<file path="src/rtl/tape_pkg.sv">
// Shared types and sizing for the cassette tape encoder.
package tape_pkg;

  typedef enum logic [2:0] {IDLE, PILOT, SYNC, DATA, TAIL, DONE} tape_state_t;

  localparam int CELL_W  = 24;  // cell timer; covers any practical HALF_BIT
  localparam int PILOT_W = 16;  // pilot byte counter, PILOT_BYTES up to 65535
  localparam int TAIL_W  = 16;  // tail half-cell counter
  localparam int ENTRY_W = 9;   // FIFO entry {last, data}

  function automatic int ptr_w(input int depth);
    return $clog2(depth);
  endfunction

  // Turbo half-cell length: a quarter of the normal cell, never below 2 cycles.
  function automatic int turbo_len(input int half);
    return (half / 4 < 2) ? 2 : half / 4;
  endfunction

endpackage

</file>
<file path="src/rtl/tape_fifo.sv">
// Synchronous FIFO of {last,data} entries with registered-count full/empty flags.
module tape_fifo
  import tape_pkg::*;
#(
  parameter int DEPTH = 16
) (
  input  logic               clk_sys,
  input  logic               reset_n,
  input  logic               wr,
  input  logic [ENTRY_W-1:0] wr_data,
  input  logic               rd,
  output logic [ENTRY_W-1:0] rd_data,
  output logic               full,
  output logic               empty
);

  localparam int PW = ptr_w(DEPTH);
  localparam int CW = PW + 1;

  logic [ENTRY_W-1:0] mem [DEPTH];
  logic [PW-1:0]      wr_ptr;
  logic [PW-1:0]      rd_ptr;
  logic [CW-1:0]      count;
  logic               do_wr;
  logic               do_rd;

  assign full    = (count == CW'(DEPTH));
  assign empty   = (count == '0);
  assign do_wr   = wr & ~full;
  assign do_rd   = rd & ~empty;
  assign rd_data = mem[rd_ptr];

  // NOTE: storage has no reset; validity is tracked solely by the pointers and count.
  always_ff @(posedge clk_sys) begin
    if (do_wr) mem[wr_ptr] <= wr_data;
  end

  always_ff @(posedge clk_sys) begin
    if (!reset_n) begin
      wr_ptr <= '0;
      rd_ptr <= '0;
      count  <= '0;
    end else begin
      if (do_wr) wr_ptr <= wr_ptr + PW'(1);
      if (do_rd) rd_ptr <= rd_ptr + PW'(1);
      case ({do_wr, do_rd})
        2'b10:   count <= count + CW'(1);
        2'b01:   count <= count - CW'(1);
        default: count <= count;
      endcase
    end
  end

endmodule

</file>
<file path="src/rtl/tape_player.sv">
// Radio-86RK/Apogee bi-phase tape encoder: pilot, sync byte, buffered payload, tail.
// Optional macro TAPE_TURBO_EN adds a `turbo` input selecting quarter-length cells.
module tape_player
  import tape_pkg::*;
#(
  parameter int         HALF_BIT    = 21600,
  parameter int         FIFO_DEPTH  = 16,
  parameter int         PILOT_BYTES = 256,
  parameter logic [7:0] SYNC_BYTE   = 8'hE6,
  parameter int         TAIL_CELLS  = 16
) (
  input  logic       clk_sys,
  input  logic       reset_n,
  input  logic       start,
`ifdef TAPE_TURBO_EN
  input  logic       turbo,
`endif
  input  logic       in_valid,
  input  logic [7:0] in_data,
  input  logic       in_last,
  output logic       in_ready,
  output logic       tape_out,
  output logic       busy,
  output logic       done,
  output logic       underrun
);

  localparam logic [CELL_W-1:0]  HALF_LEN   = CELL_W'(HALF_BIT);
  localparam logic [PILOT_W-1:0] PILOT_LAST = PILOT_W'(PILOT_BYTES - 1);
  localparam logic [TAIL_W-1:0]  TAIL_LAST  = TAIL_W'(TAIL_CELLS - 1);

  tape_state_t        state;
  logic [CELL_W-1:0]  timer;
  logic [CELL_W-1:0]  period;
  logic [CELL_W-1:0]  period_sel;
  logic [PILOT_W-1:0] pilot_cnt;
  logic [TAIL_W-1:0]  tail_cnt;
  logic [7:0]         shreg;
  logic [2:0]         bit_cnt;
  logic               phase;
  logic               cur_last;
  logic [ENTRY_W-1:0] head;
  logic               fifo_full;
  logic               fifo_empty;
  logic               pop;
  logic               cell_wrap;
  logic               byte_end;
  logic               start_ok;
  logic [7:0]         next_byte;
  logic               next_last;

  tape_fifo #(.DEPTH(FIFO_DEPTH)) u_fifo (
    .clk_sys (clk_sys),
    .reset_n (reset_n),
    .wr      (in_valid),
    .wr_data ({in_last, in_data}),
    .rd      (pop),
    .rd_data (head),
    .full    (fifo_full),
    .empty   (fifo_empty)
  );

  assign in_ready = ~fifo_full;

`ifdef TAPE_TURBO_EN
  assign period_sel = turbo ? CELL_W'(turbo_len(HALF_BIT)) : HALF_LEN;
`else
  assign period_sel = HALF_LEN;
`endif

  assign start_ok  = start && (state == IDLE || state == DONE);
  assign cell_wrap = (state inside {PILOT, SYNC, DATA, TAIL}) && (timer == period - CELL_W'(1));
  assign byte_end  = (state inside {PILOT, SYNC, DATA}) && cell_wrap && phase && (bit_cnt == 3'd7);
  // Payload fetch happens at the end of SYNC and of every non-final DATA byte.
  assign pop       = byte_end && (state == SYNC || (state == DATA && !cur_last)) && !fifo_empty;

  // Byte that follows the current one; an empty FIFO during payload yields 8'h00.
  always_comb begin
    next_byte = 8'h00;
    next_last = 1'b0;
    case (state)
      PILOT:     if (pilot_cnt == PILOT_LAST) next_byte = SYNC_BYTE;
      SYNC, DATA: if (!fifo_empty) {next_last, next_byte} = head;
      default:   ;
    endcase
  end

  // NOTE: all state below uses non-blocking assignments so every register samples pre-edge values.
  always_ff @(posedge clk_sys) begin
    if (!reset_n) begin
      state     <= IDLE;
      timer     <= '0;
      period    <= HALF_LEN;
      pilot_cnt <= '0;
      tail_cnt  <= '0;
      shreg     <= '0;
      bit_cnt   <= '0;
      phase     <= 1'b0;
      cur_last  <= 1'b0;
      tape_out  <= 1'b0;
      busy      <= 1'b0;
      done      <= 1'b0;
      underrun  <= 1'b0;
    end else begin
      done <= 1'b0;
      case (state)
        IDLE, DONE: begin
          if (start_ok) begin
            state     <= PILOT;
            busy      <= 1'b1;
            underrun  <= 1'b0;
            timer     <= '0;
            period    <= period_sel;
            pilot_cnt <= '0;
            shreg     <= 8'h00;
            bit_cnt   <= '0;
            phase     <= 1'b0;
            cur_last  <= 1'b0;
            tape_out  <= 1'b1;
          end else begin
            state <= IDLE;
          end
        end

        PILOT, SYNC, DATA: begin
          if (!cell_wrap) begin
            timer <= timer + CELL_W'(1);
          end else begin
            timer <= '0;
            if (!phase) begin
              phase    <= 1'b1;
              tape_out <= shreg[7];
            end else if (!byte_end) begin
              phase    <= 1'b0;
              bit_cnt  <= bit_cnt + 3'd1;
              shreg    <= {shreg[6:0], 1'b0};
              tape_out <= ~shreg[6];
            end else begin
              phase   <= 1'b0;
              bit_cnt <= '0;
              period  <= period_sel;
              if (state == DATA && cur_last) begin
                state    <= TAIL;
                tail_cnt <= '0;
                tape_out <= 1'b0;
              end else begin
                shreg    <= next_byte;
                cur_last <= next_last;
                tape_out <= ~next_byte[7];
                if (state == PILOT) begin
                  pilot_cnt <= pilot_cnt + PILOT_W'(1);
                  if (pilot_cnt == PILOT_LAST) state <= SYNC;
                end else begin
                  state <= DATA;
                  if (fifo_empty) underrun <= 1'b1;
                end
              end
            end
          end
        end

        TAIL: begin
          if (!cell_wrap) begin
            timer <= timer + CELL_W'(1);
          end else begin
            timer <= '0;
            if (tail_cnt == TAIL_LAST) begin
              state <= DONE;
              busy  <= 1'b0;
              done  <= 1'b1;
            end else begin
              tail_cnt <= tail_cnt + TAIL_W'(1);
            end
          end
        end

        default: state <= IDLE;
      endcase
    end
  end

endmodule

</file>
<file path="config.mk">
export PLATFORM = sky130hd
export DESIGN_NAME = tape_player
export DESIGN_NICKNAME = d
export VERILOG_FILES = /design/src/rtl/tape_pkg.sv /design/src/rtl/tape_fifo.sv /design/src/rtl/tape_player.sv
export SDC_FILE = /design/constraint.sdc
export NUM_CORES = 1
export LEC_CHECK = 0
export ABC_AREA = 0
export BUFFER_PORTS_ARGS = -buffer_cell sky130_fd_sc_hd__buf_4
export CORE_MARGIN = 2
export CORE_UTILIZATION = 45
export DETAILED_ROUTE_END_ITERATION = 8
export PLACE_DENSITY = 0.59
export SYNTH_ARGS = -nofsm -noshare
export SYNTH_HDL_FRONTEND = slang
export SYNTH_SLANG_ARGS = --single-unit
</file>
<file path="constraint.sdc">
create_clock -name clk_sys -period 9.5 [get_ports clk_sys]
set_clock_uncertainty 0.2 [all_clocks]
set_input_delay 0.95 -clock clk_sys [delete_from_list [all_inputs] [get_ports clk_sys]]
set_output_delay 0.95 -clock clk_sys [all_outputs]
set_load 0.01 [all_outputs]
</file>
; ---- Yosys cells after proc, flatten, opt, wreduce, memory -nomap -nowiden
; Memory sizes are Yosys's and may differ from the RTL's. A register that Yosys moved wholly into a read port is not among the register bits.
; Cells that the tools add are included.
[classes]
bitwise_logic = 6
n_reduce_logical = 38
add_sub_neg = 9
eq_ne = 26
n_mux = 79
[op_table]
columns = cell, count
row1 = $mux 16, 12
row2 = $mux 24, 6
row3 = $pmux 24 s2, 2
row4 = $pmux 16 s2, 2
row5 = $mux 8, 7
row6 = $mux 3, 12
row7 = $add 16x1->16 const B, 2
row8 = $pmux 8 s2, 2
row9 = $mux 1, 26
row10 = $add 24x1->24 const B, 1
row11 = $eq 24x24->1, 1
row12 = $sub 24x1->24 const B, 1
row13 = $ne 2x2->1 const B, 11
row14 = $eq 16x4->1 const B, 1
row15 = $eq 16x8->1 const B, 1
row16 = $reduce_and 7->1, 2
row17 = $reduce_and 6->1, 2
row18 = $pmux 1 s2, 5
row19 = $pmux 5 s2, 1
row20 = $reduce_and 5->1, 2
row21 = $reduce_bool 2->1, 5
row22 = $eq 3x3->1 const B, 3
row23 = $logic_and 1x1->1, 9
row24 = $pmux 3 s3, 1
row25 = other kinds (29), 41
[word_totals]
in_bits = 13
output_inout_bits = 5
wordCells = 175
ramBits = 144
reg_bits = 113
n_memories = 1
[memory_table]
columns = memory, depth, width, rd, rd_clocked_by_memory_dff, write_ports, line_no
row1 = u_fifo.mem, 16, 9, 1, 1, 1, tape_fifo.sv:20  ; logic [ENTRY_W-1:0] mem [DEPTH];

; ---- Logic depth before layout (Yosys ltp)
[depth]
depth_word = 11
mapped_depth = 15
ltp_nobuf = 14

; ---- Modules after synthesis
; Synthesis repeated with hierarchy kept, for this count alone.
[hier_totals]
hier_cells = 821
hier_area_um2 = 10425.0
[modules_own_cells]
columns = module, cells_each, area_each_um2, instances, seq_area_each_um2
row1 = tape_fifo, 355, 6526.3, 1, 4664.5
row2 = tape_player, 466, 3898.7, 1, 1521.5

; ---- Least setup slack after synthesis
; Ideal clock, no wire load.
[synth_timing]
kind = register to register
startpoint = register timer[0]
endpoint = register u_fifo.count[4]
path_buffers = 1
setup_slack_ns = 6.354
arrival_time_ns = 2.875
stages_incl_launch_ff = 14
cell_sequence = dfxtp_1 -> ha_1 -> nor4b_1 -> and4_1 -> and2_1 -> and3_1 -> ha_1 -> clkbuf_1 -> xor2_1 -> ha_1 -> nor4_1 -> o2111ai_1 -> a31oi_1 -> mux2i_1
[synth_via]
elab_chain_len = 10
[synth_lines]
columns = item, line_no
row1 = "start, declared", tape_player.sv:33  ; logic [CELL_W-1:0] timer;
row2 = "start signal, assigned", tape_player.sv:127  ; timer <= timer + CELL_W'(1);
row3 = "start signal, assigned", tape_player.sv:164  ; timer <= timer + CELL_W'(1);
row4 = $eq 24x24->1 (*), tape_player.sv:72  ; assign cell_wrap = (state inside {PILOT, SYNC, DATA, TAIL}) && (timer == period - CELL_W'(1));
row5 = $logic_and 1x1->1 (*), tape_player.sv:72
row6 = $logic_and 1x1->1 (*) (3 in a row), tape_player.sv:73  ; assign byte_end = (state inside {PILOT, SYNC, DATA}) && cell_wrap && phase && (bit_cnt == 3'd7);
row7 = $logic_and 1x1->1 (*) (2 in a row), tape_player.sv:75  ; assign pop = byte_end && (state == SYNC || (state == DATA && !cur_last)) && !fifo_empty;
row8 = $and 1x1->1 (*), tape_fifo.sv:30  ; assign do_rd = rd & ~empty;
row9 = named net u_fifo.do_rd, tape_fifo.sv:25  ; logic do_rd;
row10 = $eq 2x1->1 / $eq 2x2->1 (equally long branches), tape_fifo.sv:46  ; case ({do_wr, do_rd})
row11 = $pmux 5 s2 / $reduce_bool 2->1 (equally long branches), --
row12 = "end signal, assigned", tape_fifo.sv:47  ; 2'b10: count <= count + CW'(1);
row13 = "end signal, assigned", tape_fifo.sv:48  ; 2'b01: count <= count - CW'(1);
row14 = "end signal, assigned", tape_fifo.sv:49  ; default: count <= count;
row15 = "end, declared", tape_fifo.sv:23  ; logic [CW-1:0] count;
; The timed path passes the listed nets; every way through them passes the cells marked *.
; A chain may end at the register's enable or synchronous reset.

; ---- Final worst setup path
[layout_timing]
startpoint = register state[1]
endpoint = register u_fifo.count[4]
[layout_via]
elab_chain_len = 11
[layout_lines]
columns = item, line_no
row1 = "start, declared", tape_player.sv:32  ; tape_state_t state;
row2 = "start signal, assigned", tape_player.sv:91  ; state <= IDLE;
row3 = "start signal, assigned", tape_player.sv:109  ; state <= PILOT;
row4 = "start signal, assigned", tape_player.sv:121  ; state <= IDLE;
row5 = "$eq 3x1->1, or another cell as far along", "tape_player.sv:72, tape_player.sv:73"
row6 = $reduce_bool 4->1, tape_player.sv:72
row7 = $logic_and 1x1->1, tape_player.sv:72
row8 = $logic_and 1x1->1 (3 in a row), tape_player.sv:73
row9 = $logic_and 1x1->1 (*) (2 in a row), tape_player.sv:75
row10 = $and 1x1->1 (*), tape_fifo.sv:30
row11 = named net u_fifo.do_rd, tape_fifo.sv:25
row12 = $eq 2x1->1 / $eq 2x2->1 (equally long branches), tape_fifo.sv:46
row13 = $pmux 5 s2 / $reduce_bool 2->1 (equally long branches), --
; Marked as above.

==> impl_results.rst <==
.. list-table::
   :header-rows: 1

   * - Metric
     - Value
   * - Min cycle time layout
     - 3.82 ns
   * - Proportion of synthesized area in mux cells
     - under 10%
   * - Fraction of the mapped netlist area in adder cells
     - 1.45%
   * - Placer's final routability congestion estimate
     - between 0.8 and 0.9
   * - CP max FO
     - 19
   * - Largest net degree at the start of global routing
     - 36
   * - # Max-Cap Violations
     - 0
   * - Distinct cell type count after synthesis
     - 68
   * - Synth Instances
     - just over 800
   * - Floorplan die width
     - about 160 µm
   * - CTS buffer count
     - 26
   * - Clock latency of the later-clocked register in the worst-skew pair
     - ~0.54 ns
   * - Proportion of power drawn by the clock network
     - 40.1%
   * - Critical Path RT
     - roughly 9.8 ns
   * - Commonest cells after routing, fill and taps aside
     - 144 x sky130_fd_sc_hd__edfxtp_1, 92 x sky130_fd_sc_hd__dfxtp_1, 87 x sky130_fd_sc_hd__nor2_1
   * - Clock-pin transition on the worst setup and hold timing paths
     - around 0.06 ns
   * - Area fraction in and, or, nand and nor cells after synthesis
     - around 16%
   * - Capturing element type of the critical path
     - register
   * - Mean routed wirelength per cell
     - roughly 19 µm
   * - Hold Fails Final Rpt
     - 0
   * - Antenna violation net count after detailed routing
     - 0
   * - Worst vdd rail ir drop
     - approximately 0.15 mV
   * - Logic gate share of total power
     - around a tenth
   * - GR met3 Demand/Resource
     - under 10%
   * - GR peak layer
     - met2
   * - Total power divided by cell area
     - 202 mW/mm²
   * - Die outline area
     - 0.0243 mm²
   * - Sum of routed wire length over all layers
     - roughly 22000 µm
   * - Number of sinks handled by clock tree synthesis
     - 237
   * - Actual slew at the worst max-slew pin
     - about 1.1 ns
   * - Accumulated negative setup slack
     - 0 ns
   * - P_sw
     - 0.600 mW
   * - Share of power burned in registers
     - between 40% and 50%
   * - DRC violations left
     - 0
   * - Sequential share of the synthesized area
     - 59.7%
   * - Standard-cell row count
     - 55
   * - Async S/R FF share, synth
     - 0%
   * - GRT Util Overall
     - between 10% and 20%
   * - Router iterations before antenna repair
     - 5
   * - RSZ-0062 raised after global routing
     - no
   * - Number of buffers added for setup after CTS
     - 0
   * - Clk root buf
     - sky130_fd_sc_hd__clkbuf_16
   * - Main combinational cell family by area after synthesis
     - simple AND/OR/NAND/NOR gates
   * - Fraction of the cycle the final worst path needs
     - approximately two fifths
   * - Switching fraction of total power
     - about a quarter
   * - Most common cell after layout, fill and taps aside
     - sky130_fd_sc_hd__edfxtp_1
   * - Top FF cell, synth
     - sky130_fd_sc_hd__edfxtp_1
   * - Count of final max-slew check failures
     - 0
   * - Setup violations, final
     - 0
   * - Startpoint type of the worst setup path
     - register
   * - Layout area overhead
     - 11.3%
   * - Synth Warn #
     - 0
   * - Initial antenna violation count
     - 0
   * - Max-Slew Margin vs Limit
     - roughly 29%
   * - Status
     - complete, no violations
   * - Area of the core region
     - 0.0226 mm²
   * - GR Overflow Total
     - 0
   * - Vertical die dimension
     - around 160 µm
   * - Antenna Diode Count
     - 0
   * - Compound-Gate Fraction of Synth Area
     - ~7.4%
   * - Synthesized area
     - between 0.01 and 0.015 mm²
   * - Number of hold buffers added after CTS
     - 0
   * - Fraction of final layout cells sized beyond drive strength 1
     - approximately 14%
   * - Peak Freq
     - 262 MHz
   * - # IOs
     - 18
   * - EDFF count, synth
     - ~140
   * - Bufs on Longest Clock Path
     - 3
   * - Deepest level of the CTS H-tree
     - 1
   * - Worst Path Class, Setup
     - register to register
   * - Crit path arrival time
     - a little over 4 ns
   * - Initial core utilization
     - between 40% and 50%
   * - Post-CTS Resized
     - 0
   * - NumNets Final
     - around 860
   * - Number of DRC violations after detailed-routing iteration 0
     - 531
   * - Worst hold path type
     - register to register
   * - Number of port buffers
     - 17
   * - Vias in the first global route
     - between 6000 and 7000
   * - Minimum hold slack
     - roughly 0.27 ns
   * - M2 GR Usage
     - between 30% and 40%
   * - Number of storage elements in the synthesis netlist
     - 237
   * - Vias
     - approximately 6700
   * - Global-route wire length before repair
     - approximately 35000 µm
   * - Clock tree from TritonCTS
     - yes
   * - Synthesized area divided by synthesized cell count
     - roughly 13 µm²
   * - Ratio of routed vias to standard cells
     - ~6
   * - Area share of xor/xnor cells in the synthesized design
     - about 3.5%
   * - Grt met1 use
     - between 20% and 30%
   * - Total nets after synthesis
     - 854
   * - Post-detail-place hpwl
     - between 10000 and 15000 µm
   * - Static power due to leakage
     - 3.72 nW
   * - Power Internal
     - about 1.7 mW
## per-layer routing
metal,wire length (µm),share of wire (%)
met5,0,0
met4,571,2.6
met3,904,4.2
met2,10700,50
met1,9400,44
## critical path: stages, from the launching register on
cell                        delay (ns)
sky130_fd_sc_hd__dfxtp_1          0.63
sky130_fd_sc_hd__nand2b_1         0.12
sky130_fd_sc_hd__a21oi_1          0.62
sky130_fd_sc_hd__and2_0           0.37
sky130_fd_sc_hd__and3_1           0.21
sky130_fd_sc_hd__ha_1             0.36
sky130_fd_sc_hd__xor2_1           0.12
sky130_fd_sc_hd__ha_1             0.24
sky130_fd_sc_hd__nor4_1           0.27
sky130_fd_sc_hd__o2111ai_1        0.14
sky130_fd_sc_hd__a31oi_1          0.24
sky130_fd_sc_hd__mux2i_1          0.21
## per-stage QoR
| stage | total power [mW] | setup WS, ns | instance area (µm²) | std cells | util, % |
|---|---|---|---|---|---|
| 6_report | 2.32 | 5.68 | 11500 | 1142 | 51.0 |
| 5_1_grt | 2.42 | 5.43 | 11500 | 1142 | 51.0 |
| 4_1_cts | 2.35 | 5.74 | 11500 | 1142 | 51.0 |
| 3_5_place_dp | 1.41 | 5.79 | 10700 | 1095 | 47.4 |
| 3_3_place_gp | 1.40 | 5.98 | 10700 | 1095 | 47.4 |
| 2_1_floorplan | 1.34 | 6.35 | 10400 | 829 | - |
## sequential cells by signal (all words and copies together) (netlist names), named ones only
register / flops
u_fifo.mem: 144
timer: 24
pilot_cnt: 16
tail_cnt: 16
shreg: 8
u_fifo.count: 5
u_fifo.rd_ptr: 4
u_fifo.wr_ptr: 4
bit_cnt: 3
state: 3
busy: 1
cur_last: 1
done: 1
phase: 1
tape_out: 1
underrun: 1
## cell usage after synthesis, types with 4 or more instances
| cell type | number | area, µm² |
|---|---|---|
| sky130_fd_sc_hd__nor2_1 | 87 | 327 |
| sky130_fd_sc_hd__nand4_1 | 13 | 81.3 |
| sky130_fd_sc_hd__or3_1 | 17 | 106 |
| sky130_fd_sc_hd__mux2i_1 | 13 | 130 |
| sky130_fd_sc_hd__xor2_1 | 27 | 236 |
| sky130_fd_sc_hd__and2_1 | 11 | 68.8 |
| sky130_fd_sc_hd__a31oi_1 | 6 | 37.5 |
| sky130_fd_sc_hd__mux4_2 | 39 | 878 |
| sky130_fd_sc_hd__o31ai_1 | 4 | 30.0 |
| sky130_fd_sc_hd__nor3_1 | 13 | 65.1 |
| sky130_fd_sc_hd__or2_2 | 5 | 31.3 |
| sky130_fd_sc_hd__o211ai_1 | 8 | 60.1 |
| sky130_fd_sc_hd__a211oi_1 | 4 | 30.0 |
| sky130_fd_sc_hd__o2111ai_1 | 6 | 52.6 |
| sky130_fd_sc_hd__nand2b_1 | 7 | 43.8 |
| sky130_fd_sc_hd__ha_1 | 12 | 150 |
| sky130_fd_sc_hd__inv_1 | 15 | 56.3 |
| sky130_fd_sc_hd__edfxtp_1 | 144 | 4320 |
| sky130_fd_sc_hd__and4_1 | 4 | 35.0 |
| sky130_fd_sc_hd__nand2_1 | 45 | 169 |
| sky130_fd_sc_hd__clkbuf_1 | 33 | 124 |
| sky130_fd_sc_hd__buf_2 | 7 | 35.0 |
| sky130_fd_sc_hd__o21ai_0 | 33 | 165 |
| sky130_fd_sc_hd__xnor2_1 | 15 | 131 |
| sky130_fd_sc_hd__nor3b_1 | 4 | 30.0 |
| sky130_fd_sc_hd__dfxtp_1 | 93 | 1860 |
| sky130_fd_sc_hd__nor4_1 | 18 | 113 |
| sky130_fd_sc_hd__and3_1 | 16 | 100 |
| sky130_fd_sc_hd__nand3_1 | 29 | 145 |
| sky130_fd_sc_hd__nor2b_1 | 7 | 43.8 |
| sky130_fd_sc_hd__a21oi_1 | 42 | 210 |
## cell families after synthesis
| kind of cell | after synthesis |
|---|---|
| flip-flops | 237 |
| multiplexers | 54 |
| adder cells (fa/ha/maj) | 12 |
| buffers and inverters | 59 |
| XOR/XNOR | 42 |
| AND/OR/NAND/NOR | 300 |
| AO/OA/AOI/OAI | 125 |
## power groups by stage
| stage | Combinational [mW] | Sequential (mW) | Clock [mW] |
|---|---|---|---|
| after floorplan | 0.192 | 1.15 | 0 |
| after global placement | 0.242 | 1.16 | 0 |
| after global routing | 0.276 | 1.15 | 0.995 |
| final | 0.249 | 1.14 | 0.931 |
| after detailed placement | 0.248 | 1.16 | 0 |
| after CTS | 0.251 | 1.14 | 0.955 |
## worst paths after layout
kind,startpoint,endpoint,slack (ns),depth (start not counted)
max,state[1],u_fifo.count[4],5.68,11
min reg2reg,bit_cnt[1],bit_cnt[1],0.27,2
max reg2reg,state[1],u_fifo.count[4],5.68,11
min,bit_cnt[1],bit_cnt[1],0.27,2
## area by class of cell
class / count / area, µm²
clock buffers: 37 / 722
clock inverters: 10 / 78.8
fillers: 1910 / 11100
inverters: 16 / 60.1
multi-input cells: 533 / 3950
flip-flops and latches: 237 / 6190
well taps: 285 / 357
repair buffers: 24 / 180
Note: power is estimated with default switching activity, not from simulation.
